<file path="config.mk">
export PLATFORM = sky130hd
export DESIGN_NAME = i2s_tx
export DESIGN_NICKNAME = d
export VERILOG_FILES = /design/src/rtl/i2s_pkg.sv /design/src/rtl/i2s_bclk_gen.sv /design/src/rtl/i2s_tx.sv
export SDC_FILE = /design/constraint.sdc
export NUM_CORES = 1
export LEC_CHECK = 0
export ABC_AREA = 0
export BUFFER_PORTS_ARGS = -buffer_cell sky130_fd_sc_hd__buf_4
export CORE_UTILIZATION = 57
export CTS_BUF_LIST = sky130_fd_sc_hd__clkbuf_8
export CTS_CLUSTER_SIZE = 28
export DETAILED_ROUTE_END_ITERATION = 10
export PLACE_DENSITY_LB_ADDON = 0.12
export REMOVE_ABC_BUFFERS = 1
export SYNTH_ARGS = -nofsm -noshare
export SYNTH_HDL_FRONTEND = slang
export SYNTH_SLANG_ARGS = --single-unit
</file>
<file path="constraint.sdc">
create_clock -name clk_i -period 4.1 [get_ports clk_i]
set_input_delay 0.82 -clock clk_i [delete_from_list [all_inputs] [get_ports clk_i]]
set_output_delay 0.82 -clock clk_i [all_outputs]
set_load 0.05 [all_outputs]
</file>
<file path="src/rtl/i2s_pkg.sv">
// i2s_pkg
//   Shared definitions for the I2S transmit path: FSM state encoding,
//   default geometry (sample width, slot width, BCLK divider) and the
//   width of the optional underrun counter with its saturating increment.
//   No ports; imported by i2s_bclk_gen and i2s_tx.
package i2s_pkg;

  // Default frame geometry
  localparam int unsigned DATA_W_DEF     = 16;
  localparam int unsigned SLOT_W_DEF     = 32;
  localparam int unsigned BCLK_DIV_DEF   = 2;

  // Width of the underrun event counter
  localparam int unsigned UNDERRUN_CNT_W = 8;

  // Transmit FSM encoding
  typedef logic [1:0] state_t;
  localparam state_t ST_IDLE  = 2'd0;
  localparam state_t ST_RUN   = 2'd1;
  localparam state_t ST_DRAIN = 2'd2;

  // Increment that sticks at all-ones instead of wrapping
  function automatic logic [UNDERRUN_CNT_W-1:0] sat_inc(
    input logic [UNDERRUN_CNT_W-1:0] value
  );
    return (&value) ? value : value + 1'b1;
  endfunction

endpackage

</file>
<file path="src/rtl/i2s_bclk_gen.sv">
// i2s_bclk_gen
//   Bit-clock generator. Divides the system clock so that bclk toggles
//   every BCLK_DIV cycles while run is high, and reports each toggle as a
//   single-cycle rise or fall strobe in the cycle before the new level
//   appears on bclk.
// Ports:
//   clk_i        system clock
//   rst_i        synchronous active-high reset
//   run_i        divider runs while high; held at zero with bclk low otherwise
//   force_low_i  park the divider at zero and bclk low on the next edge
//   bclk_o       registered bit clock
//   rise_tick_o  this edge takes bclk 0->1
//   fall_tick_o  this edge takes bclk 1->0
module i2s_bclk_gen
  import i2s_pkg::*;
#(
  parameter int unsigned BCLK_DIV = BCLK_DIV_DEF
) (
  input  logic clk_i,
  input  logic rst_i,
  input  logic run_i,
  input  logic force_low_i,
  output logic bclk_o,
  output logic rise_tick_o,
  output logic fall_tick_o
);

  localparam int unsigned DIV_W = (BCLK_DIV > 1) ? $clog2(BCLK_DIV) : 1;
  localparam logic [DIV_W-1:0] DIV_LAST = DIV_W'(BCLK_DIV - 1);

  logic [DIV_W-1:0] div_cnt_q, div_cnt_d;
  logic             bclk_q, bclk_d;
  logic             terminal;

  // The strobes depend only on registered state and run, never on
  // force_low, so the top can use a fall tick to decide to force low.
  assign terminal    = run_i && (div_cnt_q == DIV_LAST);
  assign rise_tick_o = terminal && !bclk_q;
  assign fall_tick_o = terminal && bclk_q;
  assign bclk_o      = bclk_q;

  // Next-state for the divider and bit clock
  always_comb begin
    div_cnt_d = div_cnt_q;
    bclk_d    = bclk_q;
    if (!run_i || force_low_i) begin
      div_cnt_d = '0;
      bclk_d    = 1'b0;
    end else if (terminal) begin
      div_cnt_d = '0;
      bclk_d    = !bclk_q;
    end else begin
      div_cnt_d = div_cnt_q + 1'b1;
    end
  end

  // Divider and bclk registers
  always_ff @(posedge clk_i) begin
    if (rst_i) begin
      div_cnt_q <= '0;
      bclk_q    <= 1'b0;
    end else begin
      div_cnt_q <= div_cnt_d;
      bclk_q    <= bclk_d;
    end
  end

endmodule

</file>
<file path="src/rtl/i2s_tx.sv">
// i2s_tx
//   I2S transmitter for the anti-noise output. Accepts stereo sample pairs
//   over valid/ready into a one-pair shadow buffer and serialises them
//   MSB-first in standard I2S framing (LRCLK leads data by one BCLK).
//   Frames that start with an empty shadow carry zeros and raise underrun.
// Ports:
//   clk_i           system clock
//   rst_i           synchronous active-high reset
//   en_i            run enable; clearing it lets the current frame finish
//   in_valid_i      sample pair valid
//   in_ready_o      shadow buffer empty
//   in_left_i       left sample, two's complement
//   in_right_i      right sample, two's complement
//   bclk_o          bit clock to the DAC
//   lrclk_o         word select, 0 = left
//   sdata_o         serial data, changes on falling bclk
//   underrun_o      one-cycle pulse when a frame starts with no pair loaded
//   underrun_cnt_o  saturating underrun count (only with
//                   I2S_TX_UNDERRUN_CNT_EN defined)
// Optional feature macro: I2S_TX_UNDERRUN_CNT_EN
module i2s_tx
  import i2s_pkg::*;
#(
  parameter int unsigned DATA_W   = DATA_W_DEF,
  parameter int unsigned SLOT_W   = SLOT_W_DEF,
  parameter int unsigned BCLK_DIV = BCLK_DIV_DEF
) (
  input  logic              clk_i,
  input  logic              rst_i,
  input  logic              en_i,
  input  logic              in_valid_i,
  output logic              in_ready_o,
  input  logic [DATA_W-1:0] in_left_i,
  input  logic [DATA_W-1:0] in_right_i,
  output logic              bclk_o,
  output logic              lrclk_o,
  output logic              sdata_o,
  output logic              underrun_o
`ifdef I2S_TX_UNDERRUN_CNT_EN
  ,
  output logic [UNDERRUN_CNT_W-1:0] underrun_cnt_o
`endif
);

  localparam int unsigned B_W = $clog2(2 * SLOT_W);
  localparam logic [B_W-1:0] B_LAST    = B_W'(2 * SLOT_W - 1);
  localparam logic [B_W-1:0] LR_FIRST  = B_W'(SLOT_W - 1);
  localparam logic [B_W-1:0] LR_LAST   = B_W'(2 * SLOT_W - 2);
  localparam logic [B_W-1:0] SLOT_SIZE = B_W'(SLOT_W);
  localparam logic [B_W-1:0] DATA_SIZE = B_W'(DATA_W);

  state_t            state_q, state_d;
  logic              active_q, active_d;
  logic [B_W-1:0]    b_q, b_d;
  logic              lrclk_q, lrclk_d;
  logic              sdata_q, sdata_d;
  logic              underrun_q, underrun_d;
  logic              in_ready_q, in_ready_d;
  logic              shadow_full_q, shadow_full_d;
  logic [DATA_W-1:0] shadow_left_q, shadow_left_d;
  logic [DATA_W-1:0] shadow_right_q, shadow_right_d;
  logic [DATA_W-1:0] shift_left_q, shift_left_d;
  logic [DATA_W-1:0] shift_right_q, shift_right_d;

  logic              run;
  logic              fall_tick;
  logic              rise_tick_unused;
  logic              frame_tick;
  logic              stop_now;
  logic              frame_start;
  logic              accept;

  logic [DATA_W-1:0] load_left, load_right, src_word;
  logic              right_slot;
  logic [B_W-1:0]    s_d;

  assign run = (state_q != ST_IDLE);

  i2s_bclk_gen #(
    .BCLK_DIV (BCLK_DIV)
  ) u_bclk_gen (
    .clk_i       (clk_i),
    .rst_i       (rst_i),
    .run_i       (run),
    .force_low_i (stop_now),
    .bclk_o      (bclk_o),
    .rise_tick_o (rise_tick_unused),
    .fall_tick_o (fall_tick)
  );

  // A frame boundary is either the first fall after leaving IDLE or the
  // fall that wraps b. While draining with en still low, that boundary
  // stops the transmitter instead of opening a new frame.
  assign frame_tick  = fall_tick && (!active_q || (b_q == B_LAST));
  assign stop_now    = frame_tick && (state_q == ST_DRAIN) && !en_i;
  assign frame_start = frame_tick && !stop_now;
  assign accept      = in_valid_i && in_ready_q;

  // Run-control FSM. DRAIN returns to RUN untouched if en comes back.
  always_comb begin
    state_d = state_q;
    case (state_q)
      ST_IDLE:  if (en_i) state_d = ST_RUN;
      ST_RUN:   if (!en_i) state_d = ST_DRAIN;
      ST_DRAIN: begin
        if (stop_now)  state_d = ST_IDLE;
        else if (en_i) state_d = ST_RUN;
      end
      default:  state_d = ST_IDLE;
    endcase
  end

  // Shadow buffer. A frame start empties it before a same-cycle handshake
  // refills it, so a pair arriving exactly at frame start waits a frame.
  always_comb begin
    shadow_full_d  = shadow_full_q;
    shadow_left_d  = shadow_left_q;
    shadow_right_d = shadow_right_q;
    if (frame_start && shadow_full_q) begin
      shadow_full_d = 1'b0;
    end
    if (accept) begin
      shadow_left_d  = in_left_i;
      shadow_right_d = in_right_i;
      shadow_full_d  = 1'b1;
    end
    in_ready_d = !shadow_full_d;
    underrun_d = frame_start && !shadow_full_q;
  end

  // Serialiser. On each fall tick b advances and the bit for the new b is
  // registered, so the left MSB leaves in the same edge that opens b=0.
  // Each slot word shifts left once per emitted bit.
  always_comb begin
    b_d           = b_q;
    active_d      = active_q;
    lrclk_d       = lrclk_q;
    sdata_d       = sdata_q;
    shift_left_d  = shift_left_q;
    shift_right_d = shift_right_q;
    load_left     = shadow_full_q ? shadow_left_q  : '0;
    load_right    = shadow_full_q ? shadow_right_q : '0;
    right_slot    = 1'b0;
    s_d           = '0;
    src_word      = '0;

    if (stop_now) begin
      b_d           = '0;
      active_d      = 1'b0;
      lrclk_d       = 1'b0;
      sdata_d       = 1'b0;
      shift_left_d  = '0;
      shift_right_d = '0;
    end else if (fall_tick) begin
      active_d   = 1'b1;
      b_d        = frame_start ? '0 : b_q + 1'b1;
      right_slot = (b_d >= SLOT_SIZE);
      s_d        = right_slot ? b_d - SLOT_SIZE : b_d;
      lrclk_d    = (b_d >= LR_FIRST) && (b_d <= LR_LAST);

      if (frame_start) begin
        shift_right_d = load_right;
      end

      if (right_slot) begin
        src_word = shift_right_q;
      end else begin
        src_word = frame_start ? load_left : shift_left_q;
      end

      if (s_d < DATA_SIZE) begin
        sdata_d = src_word[DATA_W-1];
        if (right_slot) shift_right_d = src_word << 1;
        else            shift_left_d  = src_word << 1;
      end else begin
        sdata_d = 1'b0;
      end
    end
  end

  // State and datapath registers
  always_ff @(posedge clk_i) begin
    if (rst_i) begin
      state_q        <= ST_IDLE;
      active_q       <= 1'b0;
      b_q            <= '0;
      lrclk_q        <= 1'b0;
      sdata_q        <= 1'b0;
      underrun_q     <= 1'b0;
      in_ready_q     <= 1'b1;
      shadow_full_q  <= 1'b0;
      shadow_left_q  <= '0;
      shadow_right_q <= '0;
      shift_left_q   <= '0;
      shift_right_q  <= '0;
    end else begin
      state_q        <= state_d;
      active_q       <= active_d;
      b_q            <= b_d;
      lrclk_q        <= lrclk_d;
      sdata_q        <= sdata_d;
      underrun_q     <= underrun_d;
      in_ready_q     <= in_ready_d;
      shadow_full_q  <= shadow_full_d;
      shadow_left_q  <= shadow_left_d;
      shadow_right_q <= shadow_right_d;
      shift_left_q   <= shift_left_d;
      shift_right_q  <= shift_right_d;
    end
  end

  assign lrclk_o    = lrclk_q;
  assign sdata_o    = sdata_q;
  assign underrun_o = underrun_q;
  assign in_ready_o = in_ready_q;

`ifdef I2S_TX_UNDERRUN_CNT_EN
  logic [UNDERRUN_CNT_W-1:0] underrun_cnt_q;

  // Count underrun pulses, sticking at the maximum; only reset clears it
  always_ff @(posedge clk_i) begin
    if (rst_i) begin
      underrun_cnt_q <= '0;
    end else if (underrun_q) begin
      underrun_cnt_q <= sat_inc(underrun_cnt_q);
    end
  end

  assign underrun_cnt_o = underrun_cnt_q;
`endif

endmodule

</file>
**Word level (Yosys, flattened, before mapping)**

Index checks and enable logic that the tools add are counted.

- Add/sub/neg operators: 3
- Order comparisons: 4
- Equal/unequal tests: 4
- Bitwise logic cells: 1
- Reduce and logical (&&, ||, !) cells: 25
- Multiplexer cells: 16

Operators with widths:

| cell | number |
|---|---|
| 16-bit 2-to-1 mux | 7 |
| 6-bit 2-to-1 mux | 2 |
| 1-bit logical AND | 10 |
| 1-bit logical NOT | 7 |
| 6-bit by 1-bit adder with 6-bit output (second input constant) | 1 |
| 6-bit equality test (second input constant) | 1 |
| 6-bit by 5-bit >= comparator with 1-bit output (second input constant) | 1 |
| 6-bit >= comparator (second input constant) | 1 |
| 6-bit less-or-equal comparator (second input constant) | 1 |
| 6-bit by 5-bit < comparator with 1-bit output (second input constant) | 1 |
| 2-bit 2-to-1 mux | 3 |
| 2-bit one-hot mux with 3 select lines | 1 |
| 6-bit subtractor (second input constant) | 1 |
| 2-bit OR reduction | 2 |
| 1-bit 2-to-1 mux | 3 |
| 3-bit AND reduction | 1 |
| 3-bit OR reduction | 1 |
| 2-bit by 1-bit equality test with 1-bit output (second input constant) | 1 |
| 2-bit equality test (second input constant) | 1 |
| 2-bit logical NOT | 1 |
| 1-bit logical OR | 2 |
| 2-bit != test (second input constant) | 1 |
| 2-bit nonzero test | 1 |
| 1-bit adder (second input constant) | 1 |
| 1-bit inverter | 1 |

- Register bits: 79
- Output and inout bits: 5
- Bits of input ports: 36

**Depth between registers and ports, before layout**

Gate-level depths: netlist of the first run.

- Depth in word-level cells: 13
- Depth in mapped cells: 8
- Depth with buffers taken out: 6

**Cells and area by module**

From an unflattened synthesis of the first run, not the netlist that was laid out.

- Cells, all modules: 456
- Area, all modules: 3637.2 um^2

Modules (own cells, without submodules):

| module | times used | cells an instance | area each (um^2) |
|---|---|---|---|
| i2s_tx | 1 | 447 | 3557.2 |
| i2s_bclk_gen | 1 | 9 | 80.1 |

**Worst setup path after synthesis of the first run**

Ideal clock, no wire load.

- Path kind: input port to flip-flop
- Start point: input en_i
- End point: register shift_right_q[4]
- Data required time: 3.984 ns
- Stages on the path: 7
- Arrival: 2.145 ns
- Setup slack: 1.839 ns
- Library setup time: 0.116 ns
- Path through: nor3b_4 > nor2_2 > and3_1 > buf_2 > buf_6 > a2111o_1 > o211a_1

- Word-level cells in the longest chain between the ends: 9

RTL lines:

| element | line | RTL |
|---|---|---|
| from (decl) | i2s_tx.sv:30 | `input logic en_i,` |
| 1-bit logical NOT (*) | - |  |
| 1-bit logical AND (*) | i2s_tx.sv:95 | `assign stop_now = frame_tick && (state_q == ST_DRAIN) && !en_i;` |
| 1-bit logical NOT | i2s_tx.sv:96 | `assign frame_start = frame_tick && !stop_now;` |
| 1-bit logical AND | i2s_tx.sv:96 |  |
| 6-bit 2-to-1 mux | i2s_tx.sv:156 | `b_d = frame_start ? '0 : b_q + 1'b1;` |
| 6-bit subtractor / 6-bit >= comparator (equally long branches) | i2s_tx.sv:158, i2s_tx.sv:157 |  |
| 6-bit 2-to-1 mux / 16-bit 2-to-1 mux (equally long branches) | i2s_tx.sv:158, i2s_tx.sv:165 |  |
| 6-bit by 5-bit < comparator with 1-bit output / 16-bit 2-to-1 mux (equally long branches) | i2s_tx.sv:171, i2s_tx.sv:173 |  |
| 16-bit 2-to-1 mux | i2s_tx.sv:171 | `if (s_d < DATA_SIZE) begin` |
| to (signal assigned) | i2s_tx.sv:208 | `shift_right_q <= shift_right_d;` |
| to (decl) | i2s_tx.sv:63 | `logic [DATA_W-1:0] shift_right_q, shift_right_d;` |

Mark *: on every way between the ends. The rest lies on a longest branch, timed or not.
A chain may end at the register's enable or synchronous reset.

**Worst setup path in the final report of the first run**

- Start point: register b_q[2]
- End point: register shift_left_q[7]

- Word-level cells in the longest chain between the ends: 12

RTL lines:

| element | line | RTL |
|---|---|---|
| from (decl) | i2s_tx.sv:54 | `logic [B_W-1:0] b_q, b_d;` |
| from (signal assigned) | i2s_tx.sv:186 | `b_q <= '0;` |
| from (signal assigned) | i2s_tx.sv:199 | `b_q <= b_d;` |
| 6-bit equality test | i2s_tx.sv:94 | `assign frame_tick = fall_tick && (!active_q \|\| (b_q == B_LAST));` |
| 1-bit logical OR | i2s_tx.sv:94 |  |
| 1-bit logical AND | i2s_tx.sv:94 |  |
| 1-bit logical AND (2 in a row) | i2s_tx.sv:95 |  |
| 1-bit logical NOT | i2s_tx.sv:96 |  |
| 1-bit logical AND | i2s_tx.sv:96 |  |
| 6-bit 2-to-1 mux | i2s_tx.sv:156 |  |
| 6-bit subtractor / 6-bit >= comparator (equally long branches) | i2s_tx.sv:158, i2s_tx.sv:157 |  |
| 6-bit 2-to-1 mux | i2s_tx.sv:158 | `s_d = right_slot ? b_d - SLOT_SIZE : b_d;` |
| 6-bit by 5-bit < comparator with 1-bit output | i2s_tx.sv:171 |  |
| 3-bit AND reduction (no line) | - |  |
| to (signal assigned) | i2s_tx.sv:207 | `shift_left_q <= shift_left_d;` |
| to (decl) | i2s_tx.sv:62 | `logic [DATA_W-1:0] shift_left_q, shift_left_d;` |

Several ways; a longest one is shown, not always the timed one.

==> results of run 1 <==
[final cells by class]
class                           instances  area (µm²)
Clock inverter                          3        13.8
Inverter                                2        7.51
Timing Repair Buffer                   44         330
Sequential cell                        79        1580
Tap cell                               75        93.8
Fill cell                             539        2010
Clock buffer                           10         138
Multi-Input combinational cell        319        1890
[power by group through the flow]
stage	combinational [mW]	sequential [mW]	clock [mW]
floorplan	0.0439	0.823	0
global placement	0.0909	0.824	0
detailed placement	0.0933	0.825	0
CTS	0.0934	0.807	0.492
global route	0.104	0.810	0.528
finish	0.0926	0.807	0.485
[worst reg2reg max path: cells and delay by family, from the launching register on]
kind	cells	cell delay [ns]
DFF	1	0.49
AOI/OAI and AO/OA	3	1.40
and+or+nand+nor	2	0.80
[stage by stage]
step	total power [mW]	setup WS, ns	hold slack [ns]	instance area (µm²)
4_1_cts	1.39	1.29	0.454	4050
3_5_place_dp	0.918	1.30	0.443	3900
6_report	1.39	1.27	0.453	4050
5_1_grt	1.44	1.01	0.476	4050
2_1_floorplan	0.867	1.32	0.425	3480
3_3_place_gp	0.915	1.40	0.439	3900
[kinds of logic (layout without fill, tap and decap cells)]
| kind of cell | after synthesis | after routing | synth area share, % |
|---|---|---|---|
| AO/OA/AOI/OAI | 156 | 156 | 29.8 |
| AND/OR/NAND/NOR | 156 | 156 | 20.1 |
| flip-flops | 79 | 79 | 43.3 |
| buffers and inverters | 41 | 59 | 4.97 |
| XOR/XNOR | 4 | 4 | 0.960 |
| multiplexers | 2 | 2 | 0.583 |
| adder cells (fa/ha/maj) | 1 | 1 | 0.343 |
[worst max-delay path by stage]
stage / end / slack, ns / depth (start not counted)
floorplan: shift_right_q[15] / 1.32 / 5
global placement: shift_right_q[3] / 1.40 / 6
detailed placement: shift_right_q[2] / 1.30 / 6
CTS: shift_right_q[15] / 1.29 / 6
global route: shift_right_q[8] / 1.01 / 6
finish: shift_left_q[7] / 1.27 / 5
[flip-flops by register name (all words and copies together) (netlist names)]
register and flops:
lrclk_o 1, shadow_right_q 16, shadow_full_q 1, u_bclk_gen.bclk_o 1, active_q 1, u_bclk_gen.div_cnt_q 1
shift_right_q 16, in_ready_o 1, sdata_o 1, underrun_o 1, state_q 2, shadow_left_q 16
b_q 6, shift_left_q 15
[per-layer routing]
layer | part of all wire (%) | routed length, µm | track usage [%] | up-vias
met5 | 0 | 0 | 0 | -
met3 | 4.9 | 416 | 5.89 | 8
li1 | - | - | - | 1631
met2 | 46 | 3920 | 42.1 | 89
met1 | 48 | 4070 | 36.6 | 1525
met4 | 0.78 | 66 | 7.19 | 0
[cell usage in the layout (no fill, tap or decap), types with 3 or more instances in the layout]
cell,n
a21oi_1,56
o21a_1,3
a311oi_1,7
a211oi_1,8
nor2_1,16
a22oi_1,8
nand2b_1,3
a2111o_1,7
a221o_1,4
dfxtp_1,79
nand2_1,89
a21o_1,9
a31oi_1,3
nor3_1,10
nor3b_1,5
a22o_1,8
o21ai_0,17
buf_4,44
nand3_1,10
nand4_1,3
clkbuf_8,10
inv_1,3
a2111oi_0,3
o211a_1,9
xnor2_1,3
==> impl_metrics.yaml, run 1 <==
status:
  status: "complete, no violations"
clock_network:
  holdBufCountCts: 0
  root_buffer: "clkbuf_8"
  clk_pin_slew_ns: 0.07
  post_cts_resized: 0
  post_cts_buffers: 0
  cts_tree: "built"
  cts.htree.levels: 3
  cts_buffers: 9
  clk_latency_ns: 0.34
  cts_buffer_depth: 2
  clock-sinks: 79
power_and_ir_drop:
  p_leak_nw: 1.50
  p_clk_share_pct: 35.0
  seq_power_share_pct: 58.3
  internal-power_mw: 1.05
  power_switching_share_pct: 24.0
  vdd_drop_max_mv: 0.371
  combPwrFrac_pct: 6.7
  p_per_area_nw_per_um2: 342
  p_switching_mw: 0.332
min_path:
  holdCritStartpoint: "lrclk_o"
  holdPathEnd: "lrclk_o"
  hold_path_depth: 2
  hp-class: "reg -> reg"
synthesis:
  async_flop_share_pct: 0
  syn-cell-area_um2: 3650
  yosysMostFrequentCell: "nand2_1"
  synth-edff-count: 0
  synthTopCellsByCount: "89 x nand2_1, 79 x dfxtp_1, 56 x a21oi_1"
  yosys_warnings: 0
  synth.distinct_cells: 59
  synth_ff_type: "dfxtp_1"
  synth-seq-cells: 79
  postSynthCellCount: 439
  seq_area_frac_synth_pct: 43.3
  avgSynthCellArea_um2: 8.31
  synth_top_area_share_pct: 43.3
  synth.area.top_cells: "dfxtp_1 43%, nand2_1 9.2%, a21oi_1 7.7%, o211a_1 2.5%, o21ai_0 2.3%"
  synth_top_area_cell: "dfxtp_1"
grt:
  grt_pass1_vias: 2911
  grt_usage_pct: 26.7
  grt_antenna_before_repair: 0
  grt_max_degree: 55
  grt_pass1_wl_mm: 13.8
  overflow: 0
detailed_routing:
  drt_iter0_markers: 324
  drtPass1Iterations: 5
  vias_per_cell: 6.11
  route.detailed.drc: 0
  wl_per_cell_um: 15.9
  num_vias: 3253
  wirelength_mm: 8.47
  antenna_left: 0
sta:
  skew_ns: 0.00914
  tightest_slew_ns: 1.10
  layout_min_cycle_time_ns: 2.83
  period_share_pct: 69.1
  hold_viol_final: 0
  drv_slew: 0
  rsz0062_at_grt: "false"
  setup-tns-final_ns: 0
  slew_headroom_pct: 26.3
  fmax_mhz: 353
  setup_viol: 0
floorplanning:
  rows: 28
  start_util_pct: 60.2
  die_h_um: 82.0
  dieArea_um2: 6730
  die_x_um: 82.0
  coreArea_um2: 6060
  io_pins: 41
final_layout:
  drive_gt1_share_pct: 14.4
  fin_cells: 532
  final_core_util_pct: 66.8
  syn_to_final_growth_pct: 11.0
  diodes: 0
  nets: 492
critical_path:
  ff2ff_setup_slack_ns: 1.27
  critPathRequiredTime_ns: 4.29
  critPathSlowestCell: "o32ai_2"
  crit_path_start_kind: "flip-flop"
  crit_arrival_ns: 3.02
  path_class: "reg -> reg"
  worstPathCellList: "nand3_2 -> o21a_1 -> o32ai_2 -> and2_1 -> a311oi_1"
  startpoint: "b_q[2]"
  critPathBufInv: 0
  r2r_start: "b_q[2]"
  worstReg2RegEnd: "shift_left_q[7]"
  ff2ff_path_depth: 5
  worstPathMaxFanout: 17
  end_kind: "flip-flop"
  max_stage_delay_ns: 0.79
  critical_path.top_delay_family: "compound AO/OA/AOI/OAI gates"
placement:
  port_buffers: 40
  dp.cells: 519
  dp_hpwl_mm: 5.55
  place_congestion: 0.880
flow_run:
  max_cap_violations: 0
Note: power is estimated with default switching activity, not from simulation.
==> inputs of run 2 (changes only) <==
- clock period: 4.1 -> 3 ns (I/O delays scaled with it)
==> run 2 against run 1 <==
Compared with the run above:
- critical path depth rose by 2
- setup slack worse by 0.90 ns
- sequential power grew 36%
- sequential share of layout area shrank 0.78 points
- final cell count increased by 1.7%
- combinational power increased by 39%
- power rose by 45%
- die area did not move
- count of clock-buffer cells in the layout shrank 1
- final area is 2.0% higher
- fmax increased by 7.7%
- routed wire length up 4.7%
==> impl_metrics.yaml, run 2 (same netlist as run 1, synthesis figures left out) <==
detailed_routing:
  vias_per_cell: 6.22
  wl_per_cell_um: 16.4
  num_vias: 3366
  wirelength_mm: 8.87
  drt_iter0_markers: 266
  antenna_left: 0
  route.detailed.drc: 0
  drtPass1Iterations: 5
clock_network:
  cts_tree: "built"
  clk_latency_ns: 0.36
  clk_pin_slew_ns: 0.08
  holdBufCountCts: 0
  cts_buffers: 9
  post_cts_resized: 0
  cts_buffer_depth: 2
  post_cts_buffers: 0
  cts.htree.levels: 3
  clock-sinks: 79
  root_buffer: "clkbuf_8"
grt:
  grt_max_degree: 55
  grt_pass1_vias: 3077
  overflow: 0
  grt_usage_pct: 28.5
  grt_pass1_wl_mm: 14.5
  grt_antenna_before_repair: 0
critical_path:
  path_class: "reg -> reg"
  r2r_start: "b_q[0]"
  end_kind: "flip-flop"
  crit_path_start_kind: "flip-flop"
  worstReg2RegEnd: "shift_left_q[3]"
  ff2ff_setup_slack_ns: 0.37
  critPathRequiredTime_ns: 3.27
  ff2ff_path_depth: 7
  worstPathCellList: "ha_1 -> nand4_1 -> o21ai_2 -> and3_1 -> buf_4 -> a32oi_1 -> a211oi_1"
  critPathSlowestCell: "and3_1"
  crit_arrival_ns: 2.90
  max_stage_delay_ns: 0.79
  worstPathMaxFanout: 27
sta:
  fmax_mhz: 380
  slew_headroom_pct: 26.0
  rsz0062_at_grt: "false"
  skew_ns: 0.0100
  hold_viol_final: 0
  drv_slew: 0
  period_share_pct: 87.6
  tightest_slew_ns: 1.10
  setup-tns-final_ns: 0
  layout_min_cycle_time_ns: 2.63
  setup_viol: 0
min_path:
  hold_path_depth: 2
  holdCritStartpoint: "en_i"
  hp-class: "in -> reg"
  holdPathEnd: "state_q[1]"
floorplanning:
  io_pins: 41
  start_util_pct: 60.2
  die_h_um: 82.0
  coreArea_um2: 6060
  die_x_um: 82.0
  dieArea_um2: 6730
  rows: 28
final_layout:
  syn_to_final_growth_pct: 13.3
  nets: 498
  layout_commonest_cell: "nand2_1"
  register_area_um2: 1580
  layout_common_cells: "89 x nand2_1, 79 x dfxtp_1, 56 x a21oi_1"
  diodes: 0
  drive_gt1_share_pct: 16.1
  fillerInstances: 526
  fin_cells: 541
  multi_input_area_um2: 1890
  largestRegisters: "shadow_left_q: 16 flops, shadow_right_q: 16 flops, shift_right_q: 16 flops"
placement:
  port_buffers: 40
  dp_hpwl_mm: 5.78
  place_congestion: 0.862
  dp.cells: 525
power_and_ir_drop:
  p_per_area_nw_per_um2: 486
  vdd_drop_max_mv: 0.351
  p_leak_nw: 1.55
status:
  status: "complete, no violations"
flow_run:
  max_cap_violations: 0
run 2: changes by cell type in the layout (fill, tap and decap cells not counted):
cell	before	now
bufinv_16	0	1
clkinv_4	0	1
clkinvlp_4	0	1
clkinv_2	2	3
buf_4	44	50
clkbuf_8	10	9
run 2: worst max path at each step:
stage,start,slack (ns),endpoint
floorplan,u_bclk_gen.bclk_o,0.22,shift_right_q[15]
global placement,b_q[0],0.53,shift_left_q[6]
detailed placement,b_q[0],0.41,shift_left_q[6]
CTS,b_q[0],0.37,shift_left_q[3]
global route,b_q[0],0.12,shift_left_q[3]
finish,b_q[0],0.37,shift_left_q[3]
run 2: stage by stage:
step / setup slack [ns] / power (mW) / hold slack (ns) / utilization, % / instance area, µm²
after floorplan: 0.215 / 1.18 / 0.425 / - / 3480
after global placement: 0.534 / 1.25 / 0.442 / 65.1 / 3950
after detailed placement: 0.411 / 1.26 / 0.446 / 65.1 / 3950
after CTS: 0.371 / 2.01 / 0.435 / 68.2 / 4130
after global routing: 0.117 / 2.08 / 0.435 / 68.2 / 4130
final: 0.372 / 2.01 / 0.441 / 68.2 / 4130
run 2: area by class of cell:
cell class	count	area share, %
well taps	75	2.27
clock inverters	7	1.57
flip-flops and latches	79	38.3
clock buffers	9	3.00
repair buffers	50	9.08
multi-input cells	319	45.6
inverters	2	0.182
run 2: report_power, final:
part / switching, mW / internal (mW)
Clock: 0.396 / 0.378
Sequential: 0.0252 / 1.08
Combinational: 0.0720 / 0.0574
Total: 0.493 / 1.51
run 2: worst max-delay path, delay by kind of cell (launching register included):
family / cells / cell delay (ns)
buf+inv: 1 / 0.29
fa+ha+maj: 1 / 0.28
simple gates: 2 / 0.99
compound gates: 3 / 0.55
flops: 1 / 0.43
run 2: per-layer routing:
metal  wire, µm  GRT usage [%]  part of all wire, %
met1       4100           38.0                   46
met2       4120           45.0                   46
met3        509           4.89                  5.7
met4        144           12.3                  1.6
met5          0              0                    0
